`config.mk`:
```
export PLATFORM = sky130hd
export DESIGN_NAME = tdp_ram36k_march_bist
export DESIGN_NICKNAME = d
export VERILOG_FILES = /design/src/rtl/tdp_ram36k_march_bist.sv
export SDC_FILE = /design/constraint.sdc
export NUM_CORES = 1
export LEC_CHECK = 0
export BUFFER_PORTS_ARGS = -buffer_cell sky130_fd_sc_hd__buf_4
export CORE_MARGIN = 2
export CORE_UTILIZATION = 54
export DETAILED_ROUTE_END_ITERATION = 8
export PLACE_DENSITY_LB_ADDON = 0.1
export SYNTH_ARGS = -nofsm -noshare
export SYNTH_HDL_FRONTEND = slang
export SYNTH_SLANG_ARGS = --single-unit
```
`constraint.sdc`:
```
create_clock -name CLK -period 7.6 [get_ports CLK]
set_clock_uncertainty 0.15 [all_clocks]
set_input_delay 0.76 -clock CLK [delete_from_list [all_inputs] [get_ports CLK]]
set_output_delay 0.76 -clock CLK [all_outputs]
set_load 0.02 [all_outputs]
```
`src/rtl/tdp_ram36k_march_bist.sv`:
```
// March C- BIST initiator for one TDP_RAM36K port: drives WEN/REN/BE/ADDR/WDATA,
// checks RDATA and reports done/fail, first failing address/element and an error count.
module tdp_ram36k_march_bist #(
  parameter int DATA_WIDTH   = 36,
  parameter int ADDR_WIDTH   = 10,
  parameter int ADDR_LSB     = 5,
  parameter int READ_LATENCY = 1
) (
  input  logic                  CLK,
  input  logic                  RESET_N,
  input  logic                  START,
  input  logic                  ABORT,
  output logic                  BUSY,
  output logic                  DONE,
  output logic                  FAIL,
  output logic [ADDR_WIDTH-1:0] FAIL_ADDR,
  output logic [2:0]            FAIL_ELEM,
  output logic [7:0]            ERR_COUNT,
  output logic                  WEN,
  output logic                  REN,
  output logic [3:0]            BE,
  output logic [14:0]           ADDR,
  output logic [DATA_WIDTH-1:0] WDATA,
  input  logic [DATA_WIDTH-1:0] RDATA
);

  if (DATA_WIDTH < 1 || DATA_WIDTH > 36) begin : g_bad_data_width
    $fatal(1, "tdp_ram36k_march_bist: DATA_WIDTH=%0d out of range 1..36", DATA_WIDTH);
  end
  if (ADDR_WIDTH < 1 || ADDR_WIDTH > 24) begin : g_bad_addr_width
    $fatal(1, "tdp_ram36k_march_bist: ADDR_WIDTH=%0d out of range 1..24", ADDR_WIDTH);
  end
  if (ADDR_LSB < 0 || ADDR_LSB > 15) begin : g_bad_addr_lsb
    $fatal(1, "tdp_ram36k_march_bist: ADDR_LSB=%0d out of range 0..15", ADDR_LSB);
  end
  if (READ_LATENCY < 1 || READ_LATENCY > 3) begin : g_bad_read_latency
    $fatal(1, "tdp_ram36k_march_bist: READ_LATENCY=%0d out of range 1..3", READ_LATENCY);
  end

  typedef enum logic [2:0] {
    S_IDLE,
    S_WR,
    S_RD,
    S_WT,
    S_CMP,
    S_FIN
  } state_t;

  localparam logic [ADDR_WIDTH-1:0] ADDR_MAX = '1;
  localparam int WT_LAST = (READ_LATENCY > 1) ? READ_LATENCY - 2 : 0;

  state_t                state, state_nx;
  logic [2:0]            elem, elem_nx;
  logic [ADDR_WIDTH-1:0] waddr, waddr_nx;
  logic [1:0]            wt_cnt, wt_cnt_nx;
  logic                  wen_c, ren_c;
  logic                  elem_down, last_addr, active, miscompare;
  logic [DATA_WIDTH-1:0] exp_pat, wr_pat;

  assign elem_down = (elem >= 3'd3);
  assign last_addr = elem_down ? (waddr == '0) : (waddr == ADDR_MAX);
  assign active    = (state == S_WR) || (state == S_RD) || (state == S_WT) || (state == S_CMP);

  // E2/E4 read back ones, everything else reads zeros; E1/E3 write ones.
  assign exp_pat = ((elem == 3'd2) || (elem == 3'd4)) ? '1 : '0;
  assign wr_pat  = ((elem == 3'd1) || (elem == 3'd3)) ? '1 : '0;

  assign miscompare = (state == S_CMP) && !ABORT && (RDATA != exp_pat);

  always_ff @(posedge CLK or negedge RESET_N) begin
    if (!RESET_N) begin
      state  <= S_IDLE;
      elem   <= '0;
      waddr  <= '0;
      wt_cnt <= '0;
    end else begin
      state  <= state_nx;
      elem   <= elem_nx;
      waddr  <= waddr_nx;
      wt_cnt <= wt_cnt_nx;
    end
  end

  always_comb begin
    state_nx  = state;
    elem_nx   = elem;
    waddr_nx  = waddr;
    wt_cnt_nx = wt_cnt;
    wen_c     = 1'b0;
    ren_c     = 1'b0;
    case (state)
      S_IDLE: begin
        if (START) begin
          state_nx = S_WR;
          elem_nx  = '0;
          waddr_nx = '0;
        end
      end
      S_WR: begin
        wen_c = 1'b1;
        if (last_addr) begin
          state_nx = S_RD;
          elem_nx  = 3'd1;
          waddr_nx = '0;
        end else begin
          waddr_nx = waddr + ADDR_WIDTH'(1);
        end
      end
      S_RD: begin
        ren_c     = 1'b1;
        wt_cnt_nx = '0;
        state_nx  = (READ_LATENCY > 1) ? S_WT : S_CMP;
      end
      S_WT: begin
        if (wt_cnt == 2'(WT_LAST)) begin
          state_nx = S_CMP;
        end else begin
          wt_cnt_nx = wt_cnt + 2'd1;
        end
      end
      S_CMP: begin
        wen_c = (elem != 3'd5);
        if (last_addr) begin
          if (elem == 3'd5) begin
            state_nx = S_FIN;
          end else begin
            state_nx = S_RD;
            elem_nx  = elem + 3'd1;
            waddr_nx = (elem >= 3'd2) ? ADDR_MAX : '0;
          end
        end else begin
          state_nx = S_RD;
          waddr_nx = elem_down ? waddr - ADDR_WIDTH'(1) : waddr + ADDR_WIDTH'(1);
        end
      end
      S_FIN: state_nx = S_IDLE;
      default: state_nx = S_IDLE;
    endcase
    // START only counts in IDLE, so ABORT takes priority whenever the test is running.
    if (ABORT && (state != S_IDLE)) begin
      state_nx = S_IDLE;
    end
  end

  always_ff @(posedge CLK or negedge RESET_N) begin
    if (!RESET_N) begin
      DONE      <= 1'b0;
      FAIL      <= 1'b0;
      FAIL_ADDR <= '0;
      FAIL_ELEM <= '0;
      ERR_COUNT <= '0;
    end else if ((state == S_IDLE) && START) begin
      DONE      <= 1'b0;
      FAIL      <= 1'b0;
      FAIL_ADDR <= '0;
      FAIL_ELEM <= '0;
      ERR_COUNT <= '0;
    end else begin
      if ((state == S_FIN) && !ABORT) begin
        DONE <= 1'b1;
      end
      if (miscompare) begin
        if (ERR_COUNT != 8'hFF) begin
          ERR_COUNT <= ERR_COUNT + 8'd1;
        end
        if (!FAIL) begin
          FAIL      <= 1'b1;
          FAIL_ADDR <= waddr;
          FAIL_ELEM <= elem;
        end
      end
    end
  end

  assign BUSY  = (state != S_IDLE);
  assign WEN   = wen_c;
  assign REN   = ren_c;
  assign BE    = wen_c ? 4'hF : 4'h0;
  assign ADDR  = active ? 15'(64'(waddr) << ADDR_LSB) : '0;
  assign WDATA = wen_c ? wr_pat : '0;

endmodule

```
==> metrics.cfg <==
[finish]
diodes=0
drive_gt1_share_pct=30.02
syn_to_final_growth_pct=20.60
nets=501

[drt]
first_iter_violations=146
drtAntennaViolNets=0
postRouteWirelength_um=8750
wl_per_cell_um=16.57
vias=3150
vias_per_cell=5.966
drc=0
dr.pass1.iters=5

[synth]
yosys_warnings=0
synth.largest_area_cell=dfrtp_1
syn-cell-area_sq_mm=0.003237
synth_enable_flop_cells=0
ys_seq_elements=41
synth-async-reset-ratio_pct=100.0
synth-seq-area-share_pct=31.70
ys.flop_type=dfrtp_1
synth_top_area_share_pct=31.70
yosys-top-cells-area=dfrtp_1 32%, buf_4 10%, mux2i_1 5.6%
ys_types=54
synth_cells=387
synth_area_per_cell_sq_um=8.364

[critical_path]
path_max_fanout=36
crit_type=flip-flop to output pin
crit_path_start_kind=flip-flop
end_kind=output pin
worstPathRequired_ns=6.69
arrival_ns=2.35

[placed_design]
place.gp.congestion=0.9126
io_buffers=115
pre_cts_ws_ns=4.720
hpwl_um=6540

[sta]
tightest_slew_ns=0.9953
fmax_ghz=0.3069
hold_violations=0
rsz0062_at_grt=no
finalMaxSlewViolations=0
max_slew_margin_pct=33.08
timing.final.ws_setup_ns=4.341
min_period_ns=3.259
setup_violations=0
period_share_pct=42.88
setup_tns_ns=0

[cts]
postCtsHoldBufs=0
cts_tree=built
cts_made_buffers=5
clkLatencyLatePin_ns=0.29
ctsResizeCount=0
h-tree-depth=2
clk_pin_slew_worst_paths_ns=0.08
clk_path_buf_depth=2
post-cts-setup-buffers=0
root_buffer=clkbuf_8
cts_sinks=41

[pwr]
cellPowerDensity_mw_per_mm2=212.1
power_uw=827.9
leakage_nw=1.911
ir_drop_mv=0.1104

[die]
rows=28
core_sq_mm=0.005851
die-area_sq_mm=0.006629
start_util_pct=55.33
ios=121
die_h_um=81.42
die_w_um=81.42

[grt]
grt_busiest_layer=met2
grt_pass1_vias=2986
grt_max_degree=42
grt_pass1_wl_um=13420
use_met1_pct=29.87
use_met3_pct=4.835
track_usage_pct=25.81
met2_usage_pct=46.23
gr-total-overflow=0
antenna_found_initial=0

[run_status]
outcome=finished clean

[flow_run]
drv_cap=0

[hold_path]
hold_class=primary input to asynchronous set/reset pin

[metrics by stage]
stage | hold slack (ns) | cell area, sq um | instances | utilization (%)
2_1_floorplan | 0.3144 | 3252 | 391 | -
3_3_place_gp | 0.3443 | 3802 | 520 | 64.99
3_5_place_dp | 0.3746 | 3802 | 520 | 64.99
4_1_cts | 0.3146 | 3904 | 528 | 66.72
5_1_grt | 0.3313 | 3904 | 528 | 66.72
6_report | 0.2856 | 3904 | 528 | 66.72
[cell usage in the layout, fill, tap and decap left out, types with 5 or more instances in the layout]
cell | synthesis | routed
inv_1 | 18 | 18
dfrtp_1 | 41 | 41
nor4_1 | 15 | 15
mux2i_1 | 18 | 18
ha_1 | 9 | 9
a21oi_1 | 17 | 16
o21ai_1 | 5 | 5
or3_1 | 7 | 7
o21ai_0 | 19 | 19
o31ai_1 | 5 | 5
nand4_1 | 14 | 14
nand3_1 | 19 | 19
nand2_1 | 29 | 29
buf_4 | 44 | 116
nand2b_1 | 7 | 7
nor3_1 | 7 | 7
o211ai_1 | 6 | 6
and3_1 | 14 | 14
conb_1 | 1 | 5
a31oi_1 | 5 | 5
clkbuf_8 | 0 | 7
nor2_1 | 20 | 20
[where the power goes]
part	internal [mW]	total (mW)	switching (mW)
logic	0.151	0.387	0.235
clock network	0.0822	0.159	0.0766
registers	0.237	0.282	0.0452
total	0.471	0.828	0.357
[metal layers]
metal	up-vias	wire length (um)
met4	0	141
met2	113	4599
met3	14	485
li1	1490	-
met5	-	0
met1	1533	3523
[path summary, 6_finish.rpt]
kind	start	to	slack, ns	cells past startpoint
max in group asynchronous	RESET_N	FAIL_ADDR[3]	6.64	1
hold / removal	RESET_N	ERR_COUNT[4]	0.29	1
setup / recovery	state[1]	WDATA[4]	4.34	5
hold reg to reg	ERR_COUNT[5]	ERR_COUNT[5]	0.37	1
min in group CLK	ERR_COUNT[5]	ERR_COUNT[5]	0.37	1
setup reg to reg	elem[0]	waddr[9]	4.74	8
[critical path, cell delays in order (launching register included)]
cell     delay (ns)
dfrtp_1        0.58
nor3b_2        0.47
nand2_1        0.25
a21oi_2        0.21
buf_4          0.33
buf_4          0.21
[cell usage after synthesis, types with 2 or more instances]
master	n
or4_1	3
a22oi_1	3
nor3_1	7
nor4_1	15
a22o_1	4
o21a_1	3
o211ai_1	6
o21ai_0	19
nor2_1	20
and3_1	14
or3_1	7
buf_4	44
a21oi_1	17
and2_1	2
nand2_1	29
ha_1	9
mux2i_1	18
xnor2_1	4
a21boi_1	2
nor2b_1	3
a31oi_1	5
nor3b_1	2
buf_6	2
o21ai_1	5
o31ai_1	5
o2bb2ai_1	2
nand4_1	14
inv_1	18
dfrtp_1	41
buf_2	4
nand2b_1	7
nor3b_2	2
clkbuf_1	12
nand3_1	19
[sequential cells by signal (all words and copies together), names as in the netlist]
name / flops
FAIL_ADDR: 10
elem: 3
waddr: 10
FAIL_ELEM: 3
ERR_COUNT: 8
FAIL: 1
state: 3
wt_cnt: 2
DONE: 1
[final cells by class]
cell class / count / area [sq um]
fillers: 523 / 1947
multi-input cells: 270 / 1744
flip-flops and latches: 41 / 1026
repair buffers: 116 / 870.8
clock buffers: 7 / 96.34
well taps: 75 / 93.84
inverters: 18 / 67.56
clock inverters: 1 / 5.005
[kinds of logic after synthesis]
group	Yosys count	synth area share, %
simple gates	148	24.93
other cells	1	0.1159
fa+ha+maj	9	3.479
xor+xnor	4	1.082
buf+inv	80	15.00
mux	19	5.991
compound gates	85	17.70
flops	41	31.70
Note: power is estimated with default switching activity, not from simulation.
